### config.mk
export PLATFORM = sky130hd
export DESIGN_NAME = plic_target
export DESIGN_NICKNAME = d
export VERILOG_FILES = /design/src/rtl/plic_target.sv
export SDC_FILE = /design/constraint.sdc
export NUM_CORES = 1
export LEC_CHECK = 0
export CORE_ASPECT_RATIO = 1.75
export CORE_MARGIN = 8
export CORE_UTILIZATION = 50
export CTS_CLUSTER_SIZE = 12
export DETAILED_ROUTE_END_ITERATION = 12
export GPL_TIMING_DRIVEN = 0
export PLACE_DENSITY = 0.79
export REMOVE_ABC_BUFFERS = 1
export SYNTH_ARGS = -nofsm -noshare
export SYNTH_HDL_FRONTEND = slang
export SYNTH_SLANG_ARGS = --single-unit
### constraint.sdc
create_clock -name clk_i -period 2.3 [get_ports clk_i]
set_clock_uncertainty 0.15 [all_clocks]
set_input_delay 0.23 -clock clk_i [delete_from_list [all_inputs] [get_ports clk_i]]
set_output_delay 0.23 -clock clk_i [all_outputs]
set_load 0.005 [all_outputs]
### src/rtl/plic_target.sv
// plic_target: per-hart PLIC claim/complete front end with post-claim irq suppression
module plic_target #(
  parameter int IRQ_NUM = 31,
  parameter int IRQ_WIDTH = 5,
  parameter int LEV_WIDTH = 3,
  parameter int HOLD_CYC = 2
) (
  input  logic                 clk_i,
  input  logic                 rst_i,
  input  logic                 en_i,
  input  logic [LEV_WIDTH-1:0] thold_i,
  input  logic [LEV_WIDTH-1:0] max_prio_i,
  input  logic [IRQ_WIDTH-1:0] max_id_i,
  input  logic                 claim_rd_i,
  input  logic                 cmpl_wr_i,
  input  logic [IRQ_WIDTH-1:0] cmpl_id_i,
  output logic                 irq_o,
  output logic                 claim_vld_o,
  output logic [IRQ_WIDTH-1:0] claim_id_o,
  output logic                 claim_clr_o,
  output logic [IRQ_WIDTH-1:0] claim_clr_id_o,
  output logic                 cmpl_o,
  output logic [IRQ_WIDTH-1:0] cmpl_id_o,
  output logic                 cmpl_err_o
);
  typedef enum logic [1:0] {IDLE, RESP, HOLD} state_t;
  state_t state_q, state_d;
  logic [3:0] cnt_q, cnt_d;
  logic [LEV_WIDTH-1:0] r_prio_q;
  logic [IRQ_WIDTH-1:0] r_id_q, claim_id_q, claim_id_d, cmpl_id_q, cmpl_id_d;
  logic [IRQ_NUM-1:0] inflight_q, inflight_d, set_hot, cmpl_hot;
  logic irq_q, irq_d, claim_vld_q, claim_clr_q, claim_clr_d, cmpl_q, cmpl_err_q, cmpl_err_d;
  logic eligible, cmpl_ok;
  always_comb begin
    eligible = en_i && r_id_q != '0 && 32'(r_id_q) <= IRQ_NUM && r_prio_q > thold_i;
    state_d = state_q == IDLE ? (claim_rd_i ? RESP : IDLE) :
              state_q == RESP ? HOLD : (cnt_q == 4'd1 ? IDLE : HOLD);
    cnt_d = state_q == RESP ? 4'(HOLD_CYC) : state_q == HOLD ? cnt_q - 4'd1 : cnt_q;
    irq_d = eligible && state_q == IDLE && !claim_rd_i;
    claim_id_d = (claim_rd_i && state_q == IDLE && eligible) ? r_id_q : '0;
    claim_clr_d = claim_id_d != '0;
    set_hot = '0;
    cmpl_hot = '0;
    for (int i = 1; i <= IRQ_NUM; i++) begin
      set_hot[i-1] = claim_id_d == IRQ_WIDTH'(i);
      cmpl_hot[i-1] = cmpl_id_i == IRQ_WIDTH'(i);
    end
    cmpl_ok = cmpl_wr_i && |(inflight_q & cmpl_hot);
    cmpl_id_d = cmpl_ok ? cmpl_id_i : '0;
    cmpl_err_d = cmpl_wr_i && !cmpl_ok;
    // a same-cycle claim of the completed ID wins, so the bit stays set
    inflight_d = (inflight_q & ~(cmpl_ok ? cmpl_hot : '0)) | set_hot;
  end
  always_ff @(posedge clk_i) begin
    if (rst_i) begin
      state_q <= IDLE;
      cnt_q <= '0;
      r_prio_q <= '0;
      r_id_q <= '0;
      inflight_q <= '0;
      irq_q <= 1'b0;
      claim_vld_q <= 1'b0;
      claim_id_q <= '0;
      claim_clr_q <= 1'b0;
      cmpl_q <= 1'b0;
      cmpl_id_q <= '0;
      cmpl_err_q <= 1'b0;
    end else begin
      state_q <= state_d;
      cnt_q <= cnt_d;
      r_prio_q <= max_prio_i;
      r_id_q <= max_id_i;
      inflight_q <= inflight_d;
      irq_q <= irq_d;
      claim_vld_q <= claim_rd_i;
      claim_id_q <= claim_id_d;
      claim_clr_q <= claim_clr_d;
      cmpl_q <= cmpl_ok;
      cmpl_id_q <= cmpl_id_d;
      cmpl_err_q <= cmpl_err_d;
    end
  end
  assign irq_o = irq_q;
  assign claim_vld_o = claim_vld_q;
  assign claim_id_o = claim_id_q;
  assign claim_clr_o = claim_clr_q;
  assign claim_clr_id_o = claim_id_q;
  assign cmpl_o = cmpl_q;
  assign cmpl_id_o = cmpl_id_q;
  assign cmpl_err_o = cmpl_err_q;
endmodule

# Word level (Yosys, flattened, before mapping)
# Cells that the tools add are included.
# totals
input_bits	21
out_inout_bits	20
ff_bits	60
# op_classes
eq_ne	65
bitwise_logic	5
muxes	8
n_reduce_logical	17
addsub	1
magnitude_cmp	1
# ops
operator	count
$eq 5x5->1 const B	32
$eq 5x4->1 const B	16
$and 31x31->31	2
$eq 5x3->1 const B	8
$mux 31	1
$not 31->31	1
$or 31x31->31	1
$reduce_or 31->1	1
$eq 5x2->1 const B	4
$eq 5x1->1 const B	2
$mux 2	5
$reduce_bool 5->1	2
$logic_and 1x1->1	8
$mux 5	1
$eq 4x1->1 const B	1
$reduce_or 2->1	2
$sub 4x1->4 const B	1
$gt 3x3->1	1
$eq 2x1->1 const B	1
$eq 2x2->1 const B	1
$logic_not 1->1	2
$logic_not 2->1	1
$reduce_bool 2->1	1
$mux 1	1
$not 1->1	1

# Longest topological paths before layout
# logic_depth
depth_word	8
mapped_depth	10
mapped_depth_nobuf	8

# Worst setup path before layout
# No wires, ideal clock.
# synth_path
path_type	register to register
startpoint	reg r_prio_q[1]
endpoint	reg inflight_q[22]
synth_period_minus_slack_ns	2.157
arrival_time_ns	1.877
slack_ns	0.143
setup_time_ns	0.130
path_buffers	1
path_stages_with_launch	9
required_ns	2.020
path_cell_list	dfxtp_1 ha_1 nor2b_1 o21a_1 o2111ai_1 clkbuf_1 nor3_1 a2111oi_0 a21oi_1
# synth_between
elab_chain_cells	6
# synth_lines
item	line	rtl
start: declaration	29	logic [LEV_WIDTH-1:0] r_prio_q;
start signal: assignment	71	r_prio_q <= max_prio_i;
$gt 3x3->1	35	eligible = en_i && r_id_q != '0 && 32'(r_id_q) <= IRQ_NUM && r_prio_q > thold_i;
$logic_and 1x1->1	35	
$logic_and 1x1->1	40	claim_id_d = (claim_rd_i && state_q == IDLE && eligible) ? r_id_q : '0;
$mux 5	40	
$eq 5x5->1	45	set_hot[i-1] = claim_id_d == IRQ_WIDTH'(i);
$or 31x31->31	52	inflight_d = (inflight_q & ~(cmpl_ok ? cmpl_hot : '0)) | set_hot;
end signal: assignment	73	inflight_q <= inflight_d;
end: declaration	31	logic [IRQ_NUM-1:0] inflight_q, inflight_d, set_hot, cmpl_hot;
# No other way between the ends.
# A chain may end at the register's enable or synchronous reset.

# Final worst setup path
# layout_path
startpoint	in thold_i[2]
endpoint	reg inflight_q[13]
# layout_between
elab_chain_cells	6
# layout_lines
item	line	rtl
start: declaration	11	input logic [LEV_WIDTH-1:0] thold_i,
$gt 3x3->1	35	
$logic_and 1x1->1	35	
$logic_and 1x1->1	40	
$mux 5	40	
$eq 5x4->1	45	
$or 31x31->31	52	
# No other way between the ends.

==> results.py <==
metrics = {
    "synth": {
        "synth_edf_count": 0,
        "synthCells": 367,
        "yosysSeqAreaShare_pct": 38.4,
        "postSynthAreaPerCell_um2": 8.52,
        "ys_types": 59,
        "synthAdderAreaFrac_pct": 3.20,
        "synth_compound_area_share_pct": 17.9,
        "ys_warn_count": 0,
        "synthSimpleGateAreaFrac_pct": 29.1,
        "synth_mux_area_share_pct": 2.76,
        "async_reset_ff_share_pct": 0,
        "synth_top_flop_cell": "dfxtp_1",
        "ys_seq_elements": 60,
        "synth_xor_area_share_pct": 0.840,
        "syn_area_um2": 3130,
        "synth_top_family_by_area": "simple AND/OR/NAND/NOR gates",
    },
    "cells_and_area": {
        "drive_gt1_share_pct": 17.7,
        "design_area_um2": 3930,
        "postLayoutCoreUtil_pct": 64.1,
        "area_growth_pct": 25.8,
        "nets": 427,
        "num_antenna_cells": 0,
    },
    "drt": {
        "vias": 3038,
        "initialDrtViolationCount": 306,
        "vias_per_cell": 6.30,
        "drtPass1Iterations": 5,
        "drc": 0,
        "wl_per_cell_um": 19.2,
        "ant_nets": 0,
        "wirelength_um": 9240,
    },
    "power_and_ir_drop": {
        "seqPwrFrac_pct": 48.5,
        "max-vdd-ir-drop_mv": 0.560,
        "p_sw_share_pct": 27.2,
        "power_uw": 2230,
        "internal_power_uw": 1620,
        "leakagePower_uw": 0.00134,
        "clock_power_share_pct": 37.2,
        "combPwrFrac_pct": 14.2,
        "p_per_area_nw_per_um2": 566,
        "power_switching_uw": 606,
    },
    "sta": {
        "fin_crit_ps": 2250,
        "post-route-period-util_pct": 97.9,
        "finalHoldViolCount": 0,
        "relSlewSlack_pct": 43.4,
        "rsz0062_at_grt": "yes",
        "finalSetupViolations": 0,
        "max_freq_mhz": 444,
        "worst_pin_slew_ps": 849,
        "slew_viol_final": 0,
        "holdWs_ps": 287,
    },
    "clock_network": {
        "cts_buffers": 9,
        "cts_max_level": 3,
        "cts.sinks": 60,
        "cts-root-buf": "clkbuf_8",
        "clk_pin_slew_ps": 60,
        "insertion_delay_ps": 340,
        "cts_tree": "built",
        "clk_path_buf_depth": 2,
    },
    "floorplan": {
        "die_w_um": 75.8,
        "dieArea_um2": 9140,
        "num_io_pins": 41,
        "fp.dieH_um": 121,
        "rows": 38,
        "core_area_um2": 6130,
        "start_util_pct": 51.0,
    },
    "placement": {
        "place_area_um2": 3440,
        "io_buffers": 40,
        "dp_hpwl_um": 5950,
        "place_congestion": 0.991,
    },
    "critical_path": {
        "critPathCaptureType": "flop",
        "path_cells": "clkdlybuf4s50_1 > inv_1 > ha_1 > a31oi_4 > o221ai_4 > buf_4 > nor4_4 > nor4_2 > a211oi_2",
        "cp_slowest_cell": "clkdlybuf4s50_1",
        "slowest_delay_ps": 450,
        "required_ps": 2410,
        "crit_arrival_ps": 2360,
        "crit_buf_inv": 3,
        "cpLargestDelayFamily": "compound AO/OA/AOI/OAI gates",
        "critical_path_class": "input pin to flop",
        "reg2reg_from": "state_q[0]",
        "path_max_fanout": 6,
        "cp-startpoint": "thold_i[2]",
        "startpoint_type": "input pin",
    },
    "worst_hold_path": {
        "hold_start": "max_prio_i[0]",
        "holdCritPathClass": "input pin to flop",
    },
    "global_routing": {
        "grt_pass1_vias": 3037,
        "track_usage_pct": 20.4,
        "grt_overflow": 0,
        "grt_max_degree": 38,
        "grt_pass1_wl_um": 14300,
        "antenna_found_initial": 0,
    },
    "job": {
        "cap_violations": 0,
    },
    "run_status": {
        "outcome": "completed",
    },
}
==> cell families (layout without fill, tap and decap cells) <==
family / count (synthesis) / in the layout
compound gates: 78 / 79
xor+xnor: 3 / 3
fa+ha+maj: 8 / 8
buf+inv: 46 / 80
flops: 60 / 60
mux: 8 / 8
simple gates: 164 / 164
==> final cells by class <==
type	instances	area, µm²
inverter	16	63.8
multi-input combinational	262	1940
clock buffer	13	159
tap	80	100
fill	477	2200
clock inverter	2	10.0
timing repair buffer	49	462
sequential	60	1200
==> flip-flops by register name, summed over array words and instances, names as in the netlist <==
signal          cells
claim_clr_id_o      5
claim_clr_o         1
claim_vld_o         1
cmpl_err_o          1
cmpl_id_o           5
cmpl_o              1
cnt_q               4
inflight_q         31
irq_o               1
r_id_q              5
r_prio_q            3
state_q             2
==> layout by cell type (no fill, tap or decap), types with 3 or more instances in the layout <==
cell type and instances:
nor4_1 9, o32ai_1 5, nor4_2 3, a211oi_1 6, buf_4 9, and2_1 5, a21oi_1 20, o21ai_0 15
clkbuf_8 11, dfxtp_1 60, a211oi_2 7, and3b_1 3, nor2_1 26, nor3_2 4, and3_1 6, ha_1 7
nor4b_1 3, clkdlybuf4s15_2 3, nand3_1 5, mux2i_1 6, nor3_1 24, clkdlybuf4s50_1 34, nand3b_1 6, nor4_4 5
nor2b_1 13, inv_1 15, nand2b_1 10, nand2_1 24
==> cell usage after synthesis (3+ instances only) <==
cell,number,area share [%]
and3b_1,3,0.84
and2_1,5,1.0
mux2i_1,6,1.9
clkbuf_1,7,0.84
nand3_1,5,0.80
buf_1,3,0.36
o21ai_0,15,2.4
and3_1,6,1.2
nor2_1,26,3.1
buf_4,6,1.4
nor4b_1,3,0.84
nor4_1,16,3.2
nand2b_1,12,2.4
dfxtp_1,60,38
ha_1,8,3.2
a21oi_1,20,3.2
a211oi_1,6,1.4
o32ai_1,5,1.4
buf_2,9,1.4
a211oi_2,7,2.8
nor2b_1,15,3.0
nand2_1,25,3.0
nor3_1,29,4.6
nand3b_1,6,1.4
buf_6,5,1.8
inv_1,15,1.8
==> per-layer routing <==
layer  track usage, %  routed length (µm)  part of all wire [%]  vias up
met5                0                   0                     0        -
met4             15.5                 622                   6.7        0
met3             5.06                 632                   6.8       70
met2             33.9                4690                    51      171
met1             20.9                3300                    36     1407
li1                 -                   -                     -     1390
==> worst paths after layout <==
kind,endpoint,slack (ps),depth (start not counted)
worst min-delay path,r_prio_q[0],290,2
worst max register to register,inflight_q[13],80,9
worst max-delay path,inflight_q[13],50,9
worst min register to register,inflight_q[27],340,2
==> power groups by stage <==
| stage | Sequential, µW | Clock, µW | Combinational [µW] |
|---|---|---|---|
| after floorplan | 1100 | 0 | 127 |
| after global placement | 1100 | 0 | 247 |
| after detailed placement | 1100 | 0 | 250 |
| after CTS | 1080 | 852 | 273 |
| after global routing | 1080 | 900 | 338 |
| final | 1080 | 829 | 317 |
==> through the flow <==
stage	TNS [ps]	instances	setup WS, ps
2_1_floorplan	0	337	28.5
3_3_place_gp	-45740	457	-1440
3_5_place_dp	-38030	457	-1080
4_1_cts	0	476	8.99
5_1_grt	-96.7	482	-62.1
6_report	0	482	48.2
==> what timing repair did <==
item	in CTS	in global routing
pin swaps	1	11
hold buffers	0	0
buffers inserted	3	6
setup endpoints to repair	45	29
gates cloned	1	0
gates resized for setup	26	30
Note: power is estimated with default switching activity, not from simulation.
